File: src/rtl/agendador_tiros_inimigos.sv
// Enemy shot scheduler: cooldown pacing, round-robin shooter choice and bullet slot ownership.
// Optional build macro TIRO_JITTER_EN adds an LFSR jitter to the cooldown terminal count.
module agendador_tiros_inimigos #(
  parameter int unsigned N_INIMIGOS = 4,
  parameter int unsigned N_SLOTS    = 2,
  parameter int unsigned COOLDOWN   = 50000000,
  parameter int unsigned OFFSET_Y   = 16,
  parameter int unsigned Y_MAX      = 539
) (
  input  logic                    clk,
  input  logic                    reset,
  input  logic                    enable,
  input  logic [N_INIMIGOS-1:0]   inimigo_vivo,
  input  logic [11*N_INIMIGOS-1:0] posX_inimigos,
  input  logic [11*N_INIMIGOS-1:0] posY_inimigos,
  input  logic [N_SLOTS-1:0]      slot_fim,
  output logic [N_SLOTS-1:0]      lanca,
  output logic [10:0]             lancaX,
  output logic [10:0]             lancaY,
  output logic [N_SLOTS-1:0]      slot_ocupado,
  output logic [2:0]              atirador
);

  localparam int unsigned CntW = $clog2(COOLDOWN + 256);
  localparam logic [N_SLOTS-1:0] SlotUm = 1;

  typedef enum logic [1:0] {StEspera, StEscolhe, StLanca} estado_e;

  estado_e             estado_q, estado_d;
  logic [CntW-1:0]     cnt_q, cnt_d, terminal;
  logic [2:0]          ptr_q, ptr_d;
  logic [2:0]          shooter_q, shooter_d;
  logic [2:0]          atirador_q, atirador_d;
  logic [N_SLOTS-1:0]  lanca_q, lanca_d;
  logic [N_SLOTS-1:0]  ocupado_q, ocupado_d;
  logic [10:0]         lanca_x_q, lanca_x_d;
  logic [10:0]         lanca_y_q, lanca_y_d;

  logic [7:0]          vivo_ext;
  logic [87:0]         pos_x_ext, pos_y_ext;
  logic [10:0]         pos_x_arr [8];
  logic [10:0]         pos_y_arr [8];
  logic                achou;
  logic [2:0]          cand, escolhido;
  logic [N_SLOTS-1:0]  slot_sel;
  logic                slot_livre;
  logic [11:0]         soma_y;

`ifdef TIRO_JITTER_EN
  logic [7:0] lfsr_q, lfsr_d;
  assign terminal = CntW'(COOLDOWN - 1) + CntW'(lfsr_q);
`else
  assign terminal = CntW'(COOLDOWN - 1);
`endif

  // Pad the packed buses to 8 entries so 3-bit indices never run off the end.
  assign vivo_ext  = 8'(inimigo_vivo);
  assign pos_x_ext = 88'(posX_inimigos);
  assign pos_y_ext = 88'(posY_inimigos);

  always_comb begin
    for (int i = 0; i < 8; i++) begin
      pos_x_arr[i] = pos_x_ext[11*i +: 11];
      pos_y_arr[i] = pos_y_ext[11*i +: 11];
    end
  end

  // First alive enemy scanning upward from the round-robin pointer.
  always_comb begin
    achou     = 1'b0;
    escolhido = '0;
    cand      = '0;
    for (int unsigned k = 0; k < N_INIMIGOS; k++) begin
      cand = 3'((32'(ptr_q) + k) % N_INIMIGOS);
      if (!achou && vivo_ext[cand]) begin
        achou     = 1'b1;
        escolhido = cand;
      end
    end
  end

  always_comb begin
    slot_sel = '0;
    for (int i = N_SLOTS - 1; i >= 0; i--) begin
      if (!ocupado_q[i]) slot_sel = SlotUm << i;
    end
  end

  assign slot_livre = ~&ocupado_q;
  assign soma_y     = {1'b0, pos_y_arr[escolhido]} + 12'(OFFSET_Y);

  always_comb begin
    estado_d   = estado_q;
    cnt_d      = cnt_q;
    ptr_d      = ptr_q;
    shooter_d  = shooter_q;
    atirador_d = atirador_q;
    lanca_d    = '0;
    lanca_x_d  = lanca_x_q;
    lanca_y_d  = lanca_y_q;
    // A launch on the same edge as slot_fim overrides the release below.
    ocupado_d  = ocupado_q & ~slot_fim;
`ifdef TIRO_JITTER_EN
    lfsr_d     = lfsr_q;
`endif
    unique case (estado_q)
      StEspera: begin
        if (enable) begin
          if (cnt_q >= terminal) begin
            cnt_d    = '0;
            estado_d = StEscolhe;
          end else begin
            cnt_d = cnt_q + 1'b1;
          end
        end
      end
      StEscolhe: begin
        if (!enable || !achou) begin
          cnt_d    = '0;
          estado_d = StEspera;
        end else if (slot_livre) begin
          lanca_d   = slot_sel;
          shooter_d = escolhido;
          lanca_x_d = pos_x_arr[escolhido];
          lanca_y_d = (soma_y > 12'(Y_MAX)) ? 11'(Y_MAX) : soma_y[10:0];
          estado_d  = StLanca;
        end
      end
      StLanca: begin
        ocupado_d  = ocupado_d | lanca_q;
        atirador_d = shooter_q;
        ptr_d      = 3'((32'(shooter_q) + 1) % N_INIMIGOS);
        estado_d   = StEspera;
`ifdef TIRO_JITTER_EN
        lfsr_d     = {lfsr_q[6:0], lfsr_q[7] ^ lfsr_q[5] ^ lfsr_q[4] ^ lfsr_q[3]};
`endif
      end
      default: estado_d = StEspera;
    endcase
  end

  always_ff @(posedge clk or posedge reset) begin
    if (reset) begin
      estado_q   <= StEspera;
      cnt_q      <= '0;
      ptr_q      <= '0;
      shooter_q  <= '0;
      atirador_q <= '0;
      lanca_q    <= '0;
      ocupado_q  <= '0;
      lanca_x_q  <= '0;
      lanca_y_q  <= '0;
`ifdef TIRO_JITTER_EN
      lfsr_q     <= 8'hA5;
`endif
    end else begin
      estado_q   <= estado_d;
      cnt_q      <= cnt_d;
      ptr_q      <= ptr_d;
      shooter_q  <= shooter_d;
      atirador_q <= atirador_d;
      lanca_q    <= lanca_d;
      ocupado_q  <= ocupado_d;
      lanca_x_q  <= lanca_x_d;
      lanca_y_q  <= lanca_y_d;
`ifdef TIRO_JITTER_EN
      lfsr_q     <= lfsr_d;
`endif
    end
  end

  assign lanca        = lanca_q;
  assign lancaX       = lanca_x_q;
  assign lancaY       = lanca_y_q;
  assign slot_ocupado = ocupado_q;
  assign atirador     = atirador_q;

endmodule

File: config.mk
export PLATFORM = sky130hd
export DESIGN_NAME = agendador_tiros_inimigos
export DESIGN_NICKNAME = d
export VERILOG_FILES = /design/src/rtl/agendador_tiros_inimigos.sv
export SDC_FILE = /design/constraint.sdc
export NUM_CORES = 1
export LEC_CHECK = 0
export BUFFER_PORTS_ARGS = -buffer_cell sky130_fd_sc_hd__buf_2
export CELL_PAD_IN_SITES_DETAIL_PLACEMENT = 1
export CELL_PAD_IN_SITES_GLOBAL_PLACEMENT = 2
export CORE_ASPECT_RATIO = 0.9
export CORE_UTILIZATION = 30
export CTS_BUF_LIST = sky130_fd_sc_hd__clkbuf_4 sky130_fd_sc_hd__clkbuf_8
export CTS_CLUSTER_SIZE = 28
export DETAILED_ROUTE_END_ITERATION = 6
export PLACE_DENSITY = 0.83
export SLEW_MARGIN = 5
export SYNTH_ARGS = -nofsm -noshare
export SYNTH_HDL_FRONTEND = slang
export SYNTH_SLANG_ARGS = --single-unit
File: constraint.sdc
create_clock -name clk -period 3.2 [get_ports clk]
set_input_delay 0 -clock clk [delete_from_list [all_inputs] [get_ports clk]]
set_output_delay 0 -clock clk [all_outputs]
set_load 0.05 [all_outputs]
# Yosys cells after proc, flatten, opt, wreduce, memory -nomap -nowiden
# Index checks and enable logic that the tools add are counted.
dict set report classes {
  mul 0
  muxes 38
  bitwise_logic 6
  n_addsub 6
  n_shift 0
  n_reduce_logical 15
  n_lt_le_gt_ge 7
  eq_ne 6
  div_mod_pow 0
}
# op count
set op_table {}
lappend op_table {{$mux 26} 3}
lappend op_table {{$bmux 11 s3} 2}
lappend op_table {{$mux 11} 5}
lappend op_table {{$pmux 26 s2} 1}
lappend op_table {{$add 26x1->26 const B} 1}
lappend op_table {{$ge 26x26->1 const B} 1}
lappend op_table {{$mux 2} 11}
lappend op_table {{$lt 2x4->1 const B} 4}
lappend op_table {{$add 11x5->12 const B} 1}
lappend op_table {{$gt 12x10->1 const B} 1}
lappend op_table {{$mux 3} 3}
lappend op_table {{$reduce_and 3->1} 3}
lappend op_table {{$bmux 1 s2} 4}
lappend op_table {{$mux 1} 8}
lappend op_table {{$ne 2x2->1 const B} 3}
lappend op_table {{$logic_not 1->1} 5}
lappend op_table {{$add 2x1->2 const B} 2}
lappend op_table {{$add 2x2->2 const B} 2}
lappend op_table {{$ge 4x4->1 const B} 1}
lappend op_table {{$not 3->4} 1}
lappend op_table {{$pmux 2 s2} 1}
lappend op_table {{$logic_and 1x1->1} 3}
lappend op_table {{$ne 3x3->1 const B} 1}
lappend op_table {{$and 2x2->2} 1}
lappend op_table {{other kinds (9)} 10}
dict set report word_totals {
  romBits 0
  mem_bits_rw 0
  reg_bits 62
  wordCells 87
  latchBits 0
  in_bits 97
  out_inout_bits 29
  mem_count 0
}

# Depth between registers and ports, before layout
dict set report logic_depth {
  depth_word 19
  ltp_mapped 11
  depth_no_buf 8
}

# Worst setup path after synthesis
# OpenSTA, ideal clock, no wires.
dict set report synth_timing {
  path_kind {register -> register}
  startpoint {reg ptr_q[0]}
  endpoint {reg lanca_y_q[1], in the netlist lancaY[1]}
  setup_time_ps 126
  arrival_time_ps 2257
  path_stages_with_launch 11
  path_buffers 3
  t_required_ps 3074
  period_less_slack_ps 2384
  setup_slack_ps 816
  path_cell_list {dfrtp_1 > nor2b_1 > buf_6 > or4b_4 > buf_6 > nand2_2 > buf_4 > mux2i_1 > mux2_2 > nand2_1 > o32a_1}
}
dict set report synth_via {
  elab_chain_len 19
  elab_cells_between_ends 36
  classes_between {add/sub: 4; order compare: 1; mux: 20; bitwise: 2; reduce/logical: 9}
}
# item line
set synth_lines {}
lappend synth_lines {{from (decl)} 31} ;# logic [2:0] ptr_q, ptr_d;
lappend synth_lines {{from (signal assigned)} 159} ;# ptr_q <= ptr_d;
lappend synth_lines {{branches (longest 19 deep; another with $add 2x1->2)} --}
lappend synth_lines {{to (signal assigned)} 165} ;# lanca_y_q <= lanca_y_d;
lappend synth_lines {{to (decl)} 37} ;# logic [10:0] lanca_y_q, lanca_y_d;
# Several ways; the timed one is not identified. The select of a mux whose other input is x is not followed.
# A chain may end at the register's enable or synchronous reset.

# Worst setup path after layout
dict set report layout_timing {
  startpoint {reg ptr_q[0]}
  endpoint {reg lanca_y_q[0], in the netlist lancaY[0]}
}
# Same word-level chain as after synthesis.

==> metrics.yaml <==
seq_area_frac_synth: 0.3938
ant_nets: 0
grt_max_degree: 45
drc: 0
drtPass1Iterations: 4
yosys.area.top_type: "dfrtp_1"
max_slew.worst_pin.slew_ns: 0.9395
areaGrowthSynthToFinish_pct: 24.58
ys_types: 61
fin_skew_ns: 0.008868
syn_inst: 462
cts_resized: 0
final.min_clock_period_ns: 2.817
p_per_area_nw_per_um2: 368.5
cts_buffers: 9
clk_path_buf_depth: 2
synth_ff_type: "dfrtp_1"
finalCritPeriodShare: 0.8805
max_stage_delay_ns: 0.41
cts_tree: "built"
syn_nets: 560
hold_buffers: 3
required_ns: 3.42
num_rows: 38
crit_family: "simple AND/OR/NAND/NOR gates"
crit_arrival_ns: 3.04
total_power_mw: 1.750
netlist_area_um2: 3812
final_cell_mix: "buf_2 (124), nand2_1 (77), nor2_1 (67)"
outcome: "finished clean"
placed_area_um2: 4559
routed_wl_mm: 11.28
drt_iter0_markers: 191
num-fill-cells: 1526
cap_violations: 0
die_w_um: 120.8
setup-violations-final: 0
worst-setup-path-type: "reg -> reg"
grt_pass1_wl_mm: 18.55
final_common_cell: "buf_2"
grt_usage: 0.1766
p_leak_nw: 2.272
cp_cell_sequence: "nor2b_1 -> a211o_1 -> and2_1 -> buf_4 -> mux2_2 -> nor2_1 -> a31oi_1 -> o32a_1"
synth.yosys.warnings: 0
routedWlPerCell_um: 15.14
gr-total-overflow: 0
rsz0062_at_grt: "false"
worstPathMaxFanout: 27
post_cts_buffers: 0
hold_class: "in -> reg"
worst_hold_slack_ns: 0.04335
yosysTopAreaCellShare: 0.3938
nets: 680
crit_buf_inv: 1
max_slew_margin: 0.3727
portBuffers: 124
cpMaxStageDelayCell: "nor2b_1"
utilization: 0.3887
dieArea_um2: 13160
irDropWorstVdd_v: 0.0001490
hold_viol: 0
layout-drive-gt1-share: 0.2872
place_congestion: 0.8118
antenna_cells: 0
initial_utilization: 0.3120
slew_viol_final: 0
cts-root-buf: "clkbuf_8"
antenna_found_initial: 0
async_reset_ff_frac: 1.000
synthTopCellsByArea: "dfrtp_1 (39%), nand2_1 (7.6%), nor2_1 (6.6%)"
clk_pin_slew_ns: 0.07
cts_max_level: 3
core-area_um2: 12220
clk_latency_ns: 0.34
hpwl_mm: 8.659
clock_sinks: 60
chipHeight_um: 108.9
grt_pass1_vias: 3795
final_area_um2: 4750
totalNegativeSetupSlack_ns: 0
synth_edf_count: 0
maxClockFrequency_mhz: 354.9
num_vias: 3795
cp-start-kind: "flop"
synth_area_per_cell_um2: 8.252
io_pins: 126
viasPerCell: 5.094
cp-end-kind: "flop"
ys_ff_latch: 60
[state kept, by name (all words and copies together) (netlist names)]
name,count
cnt_q,26
lancaX,11
lancaY,11
atirador,2
estado_q,2
lanca,2
ptr_q,2
shooter_q,2
slot_ocupado,2
[per-stage QoR]
| step | worst slack (ns) | instances |
|---|---|---|
| after floorplan | 0.8165 | 462 |
| after global placement | 0.5256 | 728 |
| after detailed placement | 0.4014 | 728 |
| after CTS | 0.3852 | 745 |
| after global routing | 0.2198 | 745 |
| final | 0.3825 | 745 |
[worst paths after layout]
path,start,to,slack [ns],depth (start not counted)
max in group asynchronous,reset,lancaY[5],2.07,4
min reg2reg,lancaX[10],lancaX[10],0.48,2
max,ptr_q[0],lancaY[0],0.38,8
min in group asynchronous,reset,lancaY[10],0.42,3
max reg2reg,ptr_q[0],lancaY[0],0.38,8
min,enable,lanca[0],0.04,3
[tightest hold or removal path: stages]
cell and delay, ns:
buf_2 0.13, nand3b_1 0.16, nor2_1 0.05
[layer usage]
layer	share of wire	GRT usage	vias to the layer above
met5	0	0	-
met4	0.017	0.05732	0
met3	0.040	0.03347	17
met2	0.47	0.2808	82
met1	0.47	0.2414	1821
li1	-	-	1875
[logic make-up (layout without fill, tap and decap cells)]
| family | Yosys count | in the layout | synth area share |
|---|---|---|---|
| AND/OR/NAND/NOR | 236 | 236 | 0.2918 |
| AO/OA/AOI/OAI | 103 | 103 | 0.1973 |
| flip-flops | 60 | 60 | 0.3938 |
| buffers and inverters | 34 | 157 | 0.04398 |
| multiplexers | 14 | 14 | 0.03906 |
| XOR/XNOR | 13 | 13 | 0.02987 |
| adder cells (fa/ha/maj) | 1 | 1 | 0.003281 |
| other | 1 | 1 | 0.0009836 |
[power breakdown]
part           switching (mW)  internal (mW)  total, mW
registers              0.0376          0.789      0.826
clock network           0.293          0.298      0.592
logic                   0.181          0.152      0.332
[synth_stat cells, types with 3 or more instances]
| library cell | count |
|---|---|
| clkbuf_1 | 16 |
| nor3_1 | 8 |
| a31oi_1 | 5 |
| dfrtp_1 | 60 |
| nor2b_1 | 11 |
| a21bo_2 | 5 |
| nor3b_1 | 7 |
| inv_1 | 6 |
| mux2_2 | 7 |
| buf_6 | 3 |
| a22o_1 | 7 |
| and2_1 | 3 |
| and3_1 | 8 |
| nor4_1 | 6 |
| o32a_1 | 3 |
| nor2_1 | 67 |
| o21ai_0 | 41 |
| xnor2_1 | 7 |
| a221oi_1 | 6 |
| nand2_1 | 77 |
| a21oi_1 | 9 |
| buf_4 | 4 |
| a211o_1 | 3 |
| a32oi_1 | 3 |
| xor2_1 | 6 |
| nand3_1 | 33 |
| mux2i_1 | 7 |
| o31ai_1 | 3 |
| and4_1 | 3 |
[area by class of cell]
class / count / area (um^2) / share of cell area
Clock inverter: 3 / 15.01 / 0.003161
Timing Repair Buffer: 136 / 718.2 / 0.1512
Clock buffer: 11 / 145.1 / 0.03056
Inverter: 7 / 26.28 / 0.005532
Sequential cell: 60 / 1501 / 0.3161
Multi-Input combinational cell: 368 / 2143 / 0.4513
Tap cell: 160 / 200.2 / 0.04215
Power figures use the tool's default switching activity.
